[src/rtl/spi_pkg.sv]
// Shared types and constants for the SPI slave front-end.
//   spi_state_e : slave FSM states
//   OP_*        : RAM command opcodes carried in rx_data[ADDR_SIZE+1:ADDR_SIZE]
package spi_pkg;

  typedef enum logic [2:0] {
    IDLE,
    CHK_CMD,
    WRITE,
    READ_ADD,
    READ_DATA
  } spi_state_e;

  localparam logic [1:0] OP_WR_ADDR = 2'b00;
  localparam logic [1:0] OP_WR_DATA = 2'b01;
  localparam logic [1:0] OP_RD_ADDR = 2'b10;
  localparam logic [1:0] OP_RD_DATA = 2'b11;

endpackage

[src/rtl/spi_piso_tx.sv]
// Parallel-in serial-out transmitter driving MISO, MSB first.
//   clk, rst_n : clock, async active-low reset
//   load       : capture data and present its MSB on miso at this edge
//   abort      : drop any transmit in progress, miso low next edge
//   data       : word to transmit
//   miso       : registered serial output, low whenever not shifting
module spi_piso_tx #(
  parameter int unsigned WIDTH = 8
) (
  input  logic             clk,
  input  logic             rst_n,
  input  logic             load,
  input  logic             abort,
  input  logic [WIDTH-1:0] data,
  output logic             miso
);

  localparam int unsigned CntW = $clog2(WIDTH + 1);

  logic [WIDTH-1:0] sr_q, sr_d;
  logic [CntW-1:0]  left_q, left_d;
  logic             miso_q, miso_d;

  always_comb begin
    sr_d   = sr_q;
    left_d = left_q;
    miso_d = 1'b0;
    if (abort) begin
      left_d = '0;
    end else if (load) begin
      // MSB goes out immediately; the rest waits in the shift register.
      miso_d = data[WIDTH-1];
      sr_d   = data << 1;
      left_d = CntW'(WIDTH - 1);
    end else if (left_q != '0) begin
      miso_d = sr_q[WIDTH-1];
      sr_d   = sr_q << 1;
      left_d = left_q - 1'b1;
    end
  end

  always_ff @(posedge clk or negedge rst_n) begin
    if (!rst_n) begin
      sr_q   <= '0;
      left_q <= '0;
      miso_q <= 1'b0;
    end else begin
      sr_q   <= sr_d;
      left_q <= left_d;
      miso_q <= miso_d;
    end
  end

  assign miso = miso_q;

endmodule

[src/rtl/spi_slave_fsm.sv]
// SPI slave front-end for the SPI/RAM wrapper.
//   clk, rst_n : clock (all logic on posedge), async active-low reset
//   SS_n       : slave select, active low, frames a transaction
//   MOSI       : serial command/payload in, MSB first
//   MISO       : serial read data out, MSB first, registered
//   rx_data    : command word to RAM {opcode, payload}, held until next complete frame
//   rx_valid   : one-cycle strobe per complete frame
//   tx_data    : RAM read data
//   tx_valid   : RAM read data valid
module spi_slave_fsm
  import spi_pkg::*;
#(
  parameter int unsigned MEM_DEPTH = 256,
  localparam int unsigned ADDR_SIZE = $clog2(MEM_DEPTH)
) (
  input  logic                 clk,
  input  logic                 rst_n,
  input  logic                 SS_n,
  input  logic                 MOSI,
  output logic                 MISO,
  output logic [ADDR_SIZE+1:0] rx_data,
  output logic                 rx_valid,
  input  logic [ADDR_SIZE-1:0] tx_data,
  input  logic                 tx_valid
);

  localparam int unsigned FrameW = ADDR_SIZE + 2;
  localparam int unsigned CntW   = $clog2(ADDR_SIZE + 3);
  localparam logic [CntW-1:0] CntLast = CntW'(FrameW - 1);
  localparam logic [CntW-1:0] CntFull = CntW'(FrameW);

  spi_state_e          state_q, state_d;
  logic [CntW-1:0]     cnt_q, cnt_d;
  // Last payload bit comes straight from MOSI, so only FrameW-1 bits are stored.
  logic [FrameW-2:0]   shift_q, shift_d;
  logic [FrameW-1:0]   rx_data_q, rx_data_d;
  logic                rx_valid_q, rx_valid_d;
  logic                rd_addr_seen_q, rd_addr_seen_d;
  // Set once read data has been loaded in this frame; later tx_valid is ignored.
  logic                tx_busy_q, tx_busy_d;
  logic                tx_load;

  always_comb begin
    state_d        = state_q;
    cnt_d          = cnt_q;
    shift_d        = shift_q;
    rx_data_d      = rx_data_q;
    rx_valid_d     = 1'b0;
    rd_addr_seen_d = rd_addr_seen_q;
    tx_busy_d      = tx_busy_q;
    tx_load        = 1'b0;

    if (SS_n) begin
      state_d   = IDLE;
      cnt_d     = '0;
      tx_busy_d = 1'b0;
    end else begin
      unique case (state_q)
        IDLE: begin
          state_d = CHK_CMD;
          cnt_d   = '0;
        end
        CHK_CMD: begin
          if (!MOSI)               state_d = WRITE;
          else if (rd_addr_seen_q) state_d = READ_DATA;
          else                     state_d = READ_ADD;
        end
        WRITE, READ_ADD, READ_DATA: begin
          if (cnt_q != CntFull) begin
            shift_d = {shift_q[FrameW-3:0], MOSI};
            cnt_d   = cnt_q + 1'b1;
            if (cnt_q == CntLast) begin
              rx_data_d  = {shift_q, MOSI};
              rx_valid_d = 1'b1;
              if (state_q == READ_ADD)  rd_addr_seen_d = 1'b1;
              if (state_q == READ_DATA) rd_addr_seen_d = 1'b0;
            end
          end else if (state_q == READ_DATA && tx_valid && !tx_busy_q) begin
            tx_load   = 1'b1;
            tx_busy_d = 1'b1;
          end
        end
        default: state_d = IDLE;
      endcase
    end
  end

  always_ff @(posedge clk or negedge rst_n) begin
    if (!rst_n) begin
      state_q        <= IDLE;
      cnt_q          <= '0;
      shift_q        <= '0;
      rx_data_q      <= '0;
      rx_valid_q     <= 1'b0;
      rd_addr_seen_q <= 1'b0;
      tx_busy_q      <= 1'b0;
    end else begin
      state_q        <= state_d;
      cnt_q          <= cnt_d;
      shift_q        <= shift_d;
      rx_data_q      <= rx_data_d;
      rx_valid_q     <= rx_valid_d;
      rd_addr_seen_q <= rd_addr_seen_d;
      tx_busy_q      <= tx_busy_d;
    end
  end

  assign rx_data  = rx_data_q;
  assign rx_valid = rx_valid_q;

  spi_piso_tx #(
    .WIDTH(ADDR_SIZE)
  ) u_piso_tx (
    .clk  (clk),
    .rst_n(rst_n),
    .load (tx_load),
    .abort(SS_n),
    .data (tx_data),
    .miso (MISO)
  );

endmodule

[config.mk]
export PLATFORM = sky130hd
export DESIGN_NAME = spi_slave_fsm
export DESIGN_NICKNAME = d
export VERILOG_FILES = /design/src/rtl/spi_pkg.sv /design/src/rtl/spi_piso_tx.sv /design/src/rtl/spi_slave_fsm.sv
export SDC_FILE = /design/constraint.sdc
export NUM_CORES = 1
export LEC_CHECK = 0
export CAP_MARGIN = 25
export CORE_ASPECT_RATIO = 1.75
export CORE_MARGIN = 5
export CORE_UTILIZATION = 32
export DETAILED_ROUTE_END_ITERATION = 7
export GPL_ROUTABILITY_DRIVEN = 0
export GPL_TIMING_DRIVEN = 0
export MAX_ROUTING_LAYER = met4
export SYNTH_ARGS = -nofsm -noshare
export SYNTH_HDL_FRONTEND = slang
export SYNTH_SLANG_ARGS = --single-unit
[constraint.sdc]
create_clock -name clk -period 2.55 [get_ports clk]
set_input_delay 0.51 -clock clk [delete_from_list [all_inputs] [get_ports clk]]
set_output_delay 0.51 -clock clk [all_outputs]
set_load 0.03 [all_outputs]
==> flow_metrics.tcl <==
set metrics [dict create \
    worstReg2RegEnd "u_piso_tx.sr_q[6]" \
    die_x_um 68.7 \
    relSlewSlack_pct 55.6 \
    num_vias 1241 \
    pin_count 25 \
    power.density_nw_per_um2 773 \
    postCtsSetupRepairBufs 0 \
    worst_hold_path_type "input pin to async pin" \
    r2r_setup_slack_ps 520 \
    crit_type "register to register" \
    setup_ws_ps 522 \
    crit_required_ps 2770 \
    drt-initial-drc-count 26 \
    antenna-diode-count 0 \
    drc 0 \
    wire_per_inst_um 13.6 \
    ctsResizeCount 0 \
    place_area_um2 2280 \
    final_antenna_net_count 0 \
    ys_ff_latch 41 \
    first_pass_iters 4 \
    fp.dieH_um 113 \
    yosys.cell_types.count 47 \
    period_share_pct 79.5 \
    path_clk_slew_ps 80 \
    reg2regPathDepth 6 \
    switching_share_pct 28.8 \
    finalMaxSlewViolations 0 \
    end_kind "register" \
    viasPerCell 4.77 \
    synth_flop_cell "dfrtp_1" \
    irDropWorstVdd_mv 0.222 \
    drt-total-wl_um 3540 \
    clk_latency_ps 280 \
    area_delta_synth_final_pct 23.4 \
    netlist_instances 150 \
    io_buffer_count 23 \
    yosys_warnings 0 \
    dieArea_um2 7740 \
    syn_area_um2 1930 \
    clockPowerShare_pct 24.6 \
    ys_top_cells_by_count "41 x dfrtp_1, 10 x inv_1, 9 x mux2_2, 9 x mux2_4" \
    tns_ps 0 \
    drive_gt1_share_pct 23.6 \
    core_um2 5880 \
    synth_top_area_share_pct 53.2 \
    globalRouteOverflowTotal 0 \
    p_int_mw 1.31 \
    grtUsageTotal_pct 10.2 \
    fin_area_um2 2380 \
    yosysTopAreaCell "dfrtp_1" \
    syn_nets 167 \
    postCtsHoldBufs 0 \
    reg2reg_from "cnt_q[0]" \
    rows 37 \
    comb_power_share_pct 27.1 \
    synth_most_common_cell "dfrtp_1" \
    clock.fmax_mhz 493 \
    tightestPinTransition_ps 658 \
    min_period_ps 2030 \
    setup_viol 0 \
    dp_worst_setup_slack_ps 475 \
    nets 198 \
    seqPwrFrac_pct 48.3 \
    worst_setup_path_start_kind "register" \
    worstPathArrival_ps 2250 \
    hpwl_um 2690 \
    cts.path.max_buffers 2 \
    synthArstFlopShare_pct 100 \
    leakage_nw 1.09 \
    cts_buffers 5 \
    nFillCells 587 \
    syn_area_per_cell_um2 12.9 \
    switchingPower_mw 0.531 \
    initial_utilization_pct 32.8 \
    htree_levels 2 \
    grt_max_degree 23 \
    outcome "finished, final reports clean" \
    grt_pass1_vias 1271 \
    cts_tree "done" \
    seq_area_frac_synth_pct 53.2 \
    rsz0062_at_grt "false" \
    antenna_found_initial 0 \
    grt_pass1_wl_um 5880 \
    critPathMaxFanout 6 \
    cts_num_sinks 41 \
    synth_edf_count 0 \
    hold_viol_final 0 \
    cap_viol_max_count 0 \
    synth_area_leaders "dfrtp_1 53%, mux2_4 7.0%, mux2_2 5.3%, ha_1 2.6%, a2bb2oi_1 2.3%" \
    fin_skew_ps 5.44 \
    root_buffer "clkbuf_8" \
]
## power groups by stage
| stage | Combinational [mW] | Clock, mW | Sequential (mW) |
|---|---|---|---|
| floorplan | 0.383 | 0 | 0.886 |
| global placement | 0.499 | 0 | 0.900 |
| detailed placement | 0.507 | 0 | 0.903 |
| CTS | 0.508 | 0.474 | 0.891 |
| global route | 0.563 | 0.497 | 0.911 |
| finish | 0.499 | 0.453 | 0.888 |
## worst max-delay path, stage by stage, from the launching register on
cell and delay (ps):
dfrtp_1 440, inv_1 80, ha_1 240, nand3b_4 130, o41ai_2 660, o22ai_1 160, o2bb2a_1 250
## cell families after synthesis
kind of cell	share of synthesized area (%)
muxes	13.9
and+or+nand+nor	10.2
xor gates and xnor gates	1.36
buffers and inverters	4.73
adders and majority gates	2.59
DFF	53.2
AOI/OAI and AO/OA	14.1
## metrics by stage
| step | instances | power [mW] | hold WS, ps | utilization (%) |
|---|---|---|---|---|
| after floorplan | 150 | 1.27 | 214 | - |
| after global placement | 251 | 1.40 | 483 | 38.4 |
| after detailed placement | 252 | 1.41 | 493 | 38.8 |
| after CTS | 260 | 1.87 | 204 | 40.5 |
| after global routing | 260 | 1.97 | 227 | 40.5 |
| final | 260 | 1.84 | 196 | 40.5 |
## worst max-delay path by stage
| stage | start | endpoint | depth (start not counted) |
|---|---|---|---|
| global placement | rst_n | u_piso_tx.left_q[2] | 1 |
| detailed placement | tx_valid | u_piso_tx.sr_q[4] | 6 |
| finish | cnt_q[0] | u_piso_tx.sr_q[6] | 6 |
| floorplan | SS_n | rx_data[1] | 6 |
| global route | cnt_q[0] | u_piso_tx.sr_q[6] | 6 |
| CTS | cnt_q[0] | u_piso_tx.sr_q[6] | 6 |
## registers in the layout, summed over array words and instances, names as in the netlist
register          cells
rd_addr_seen_q        1
u_piso_tx.left_q      4
state_q               3
u_piso_tx.sr_q        7
cnt_q                 4
u_piso_tx.miso        1
rx_data              10
rx_valid              1
shift_q               9
tx_busy_q             1
## area by class of cell
| type | instances | area [um2] | area share, % |
|---|---|---|---|
| Tap cell | 78 | 97.6 | 4.10 |
| Multi-Input combinational cell | 92 | 812 | 34.1 |
| Sequential cell | 41 | 1030 | 43.1 |
| Clock inverter | 1 | 5.00 | 0.210 |
| Timing Repair Buffer | 24 | 253 | 10.6 |
| Clock buffer | 7 | 96.3 | 4.05 |
| Inverter | 11 | 41.3 | 1.73 |
| Buffer | 6 | 50.0 | 2.10 |
## layout by cell type, fill, tap and decap left out, types with 2 or more instances in the layout
cell type        Yosys  final
dfrtp_1             41     41
clkdlybuf4s50_1      0     22
inv_1               10     10
mux2_2               9      9
mux2_4               9      9
clkbuf_8             0      7
nor2_1               6      6
a21oi_1              6      6
o22ai_1              6      6
a2bb2oi_1            5      5
o21ai_0              5      5
nor3_1               4      4
ha_1                 4      4
buf_6                3      3
nand2b_1             2      2
mux2i_1              2      2
nand3b_1             2      2
nor3b_1              2      2
buf_2                1      2
nand2_1              2      2
a211oi_1             2      2
xor2_1               2      2
## metal layers
layer,global-route usage (%),up-vias,part of all wire [%]
met5,-,-,0
met4,3.52,0,1.3
met3,2.18,5,4.2
met2,17.8,22,55
met1,10.9,613,39
li1,-,601,-
No activity file was read; power rests on OpenSTA's default activity.
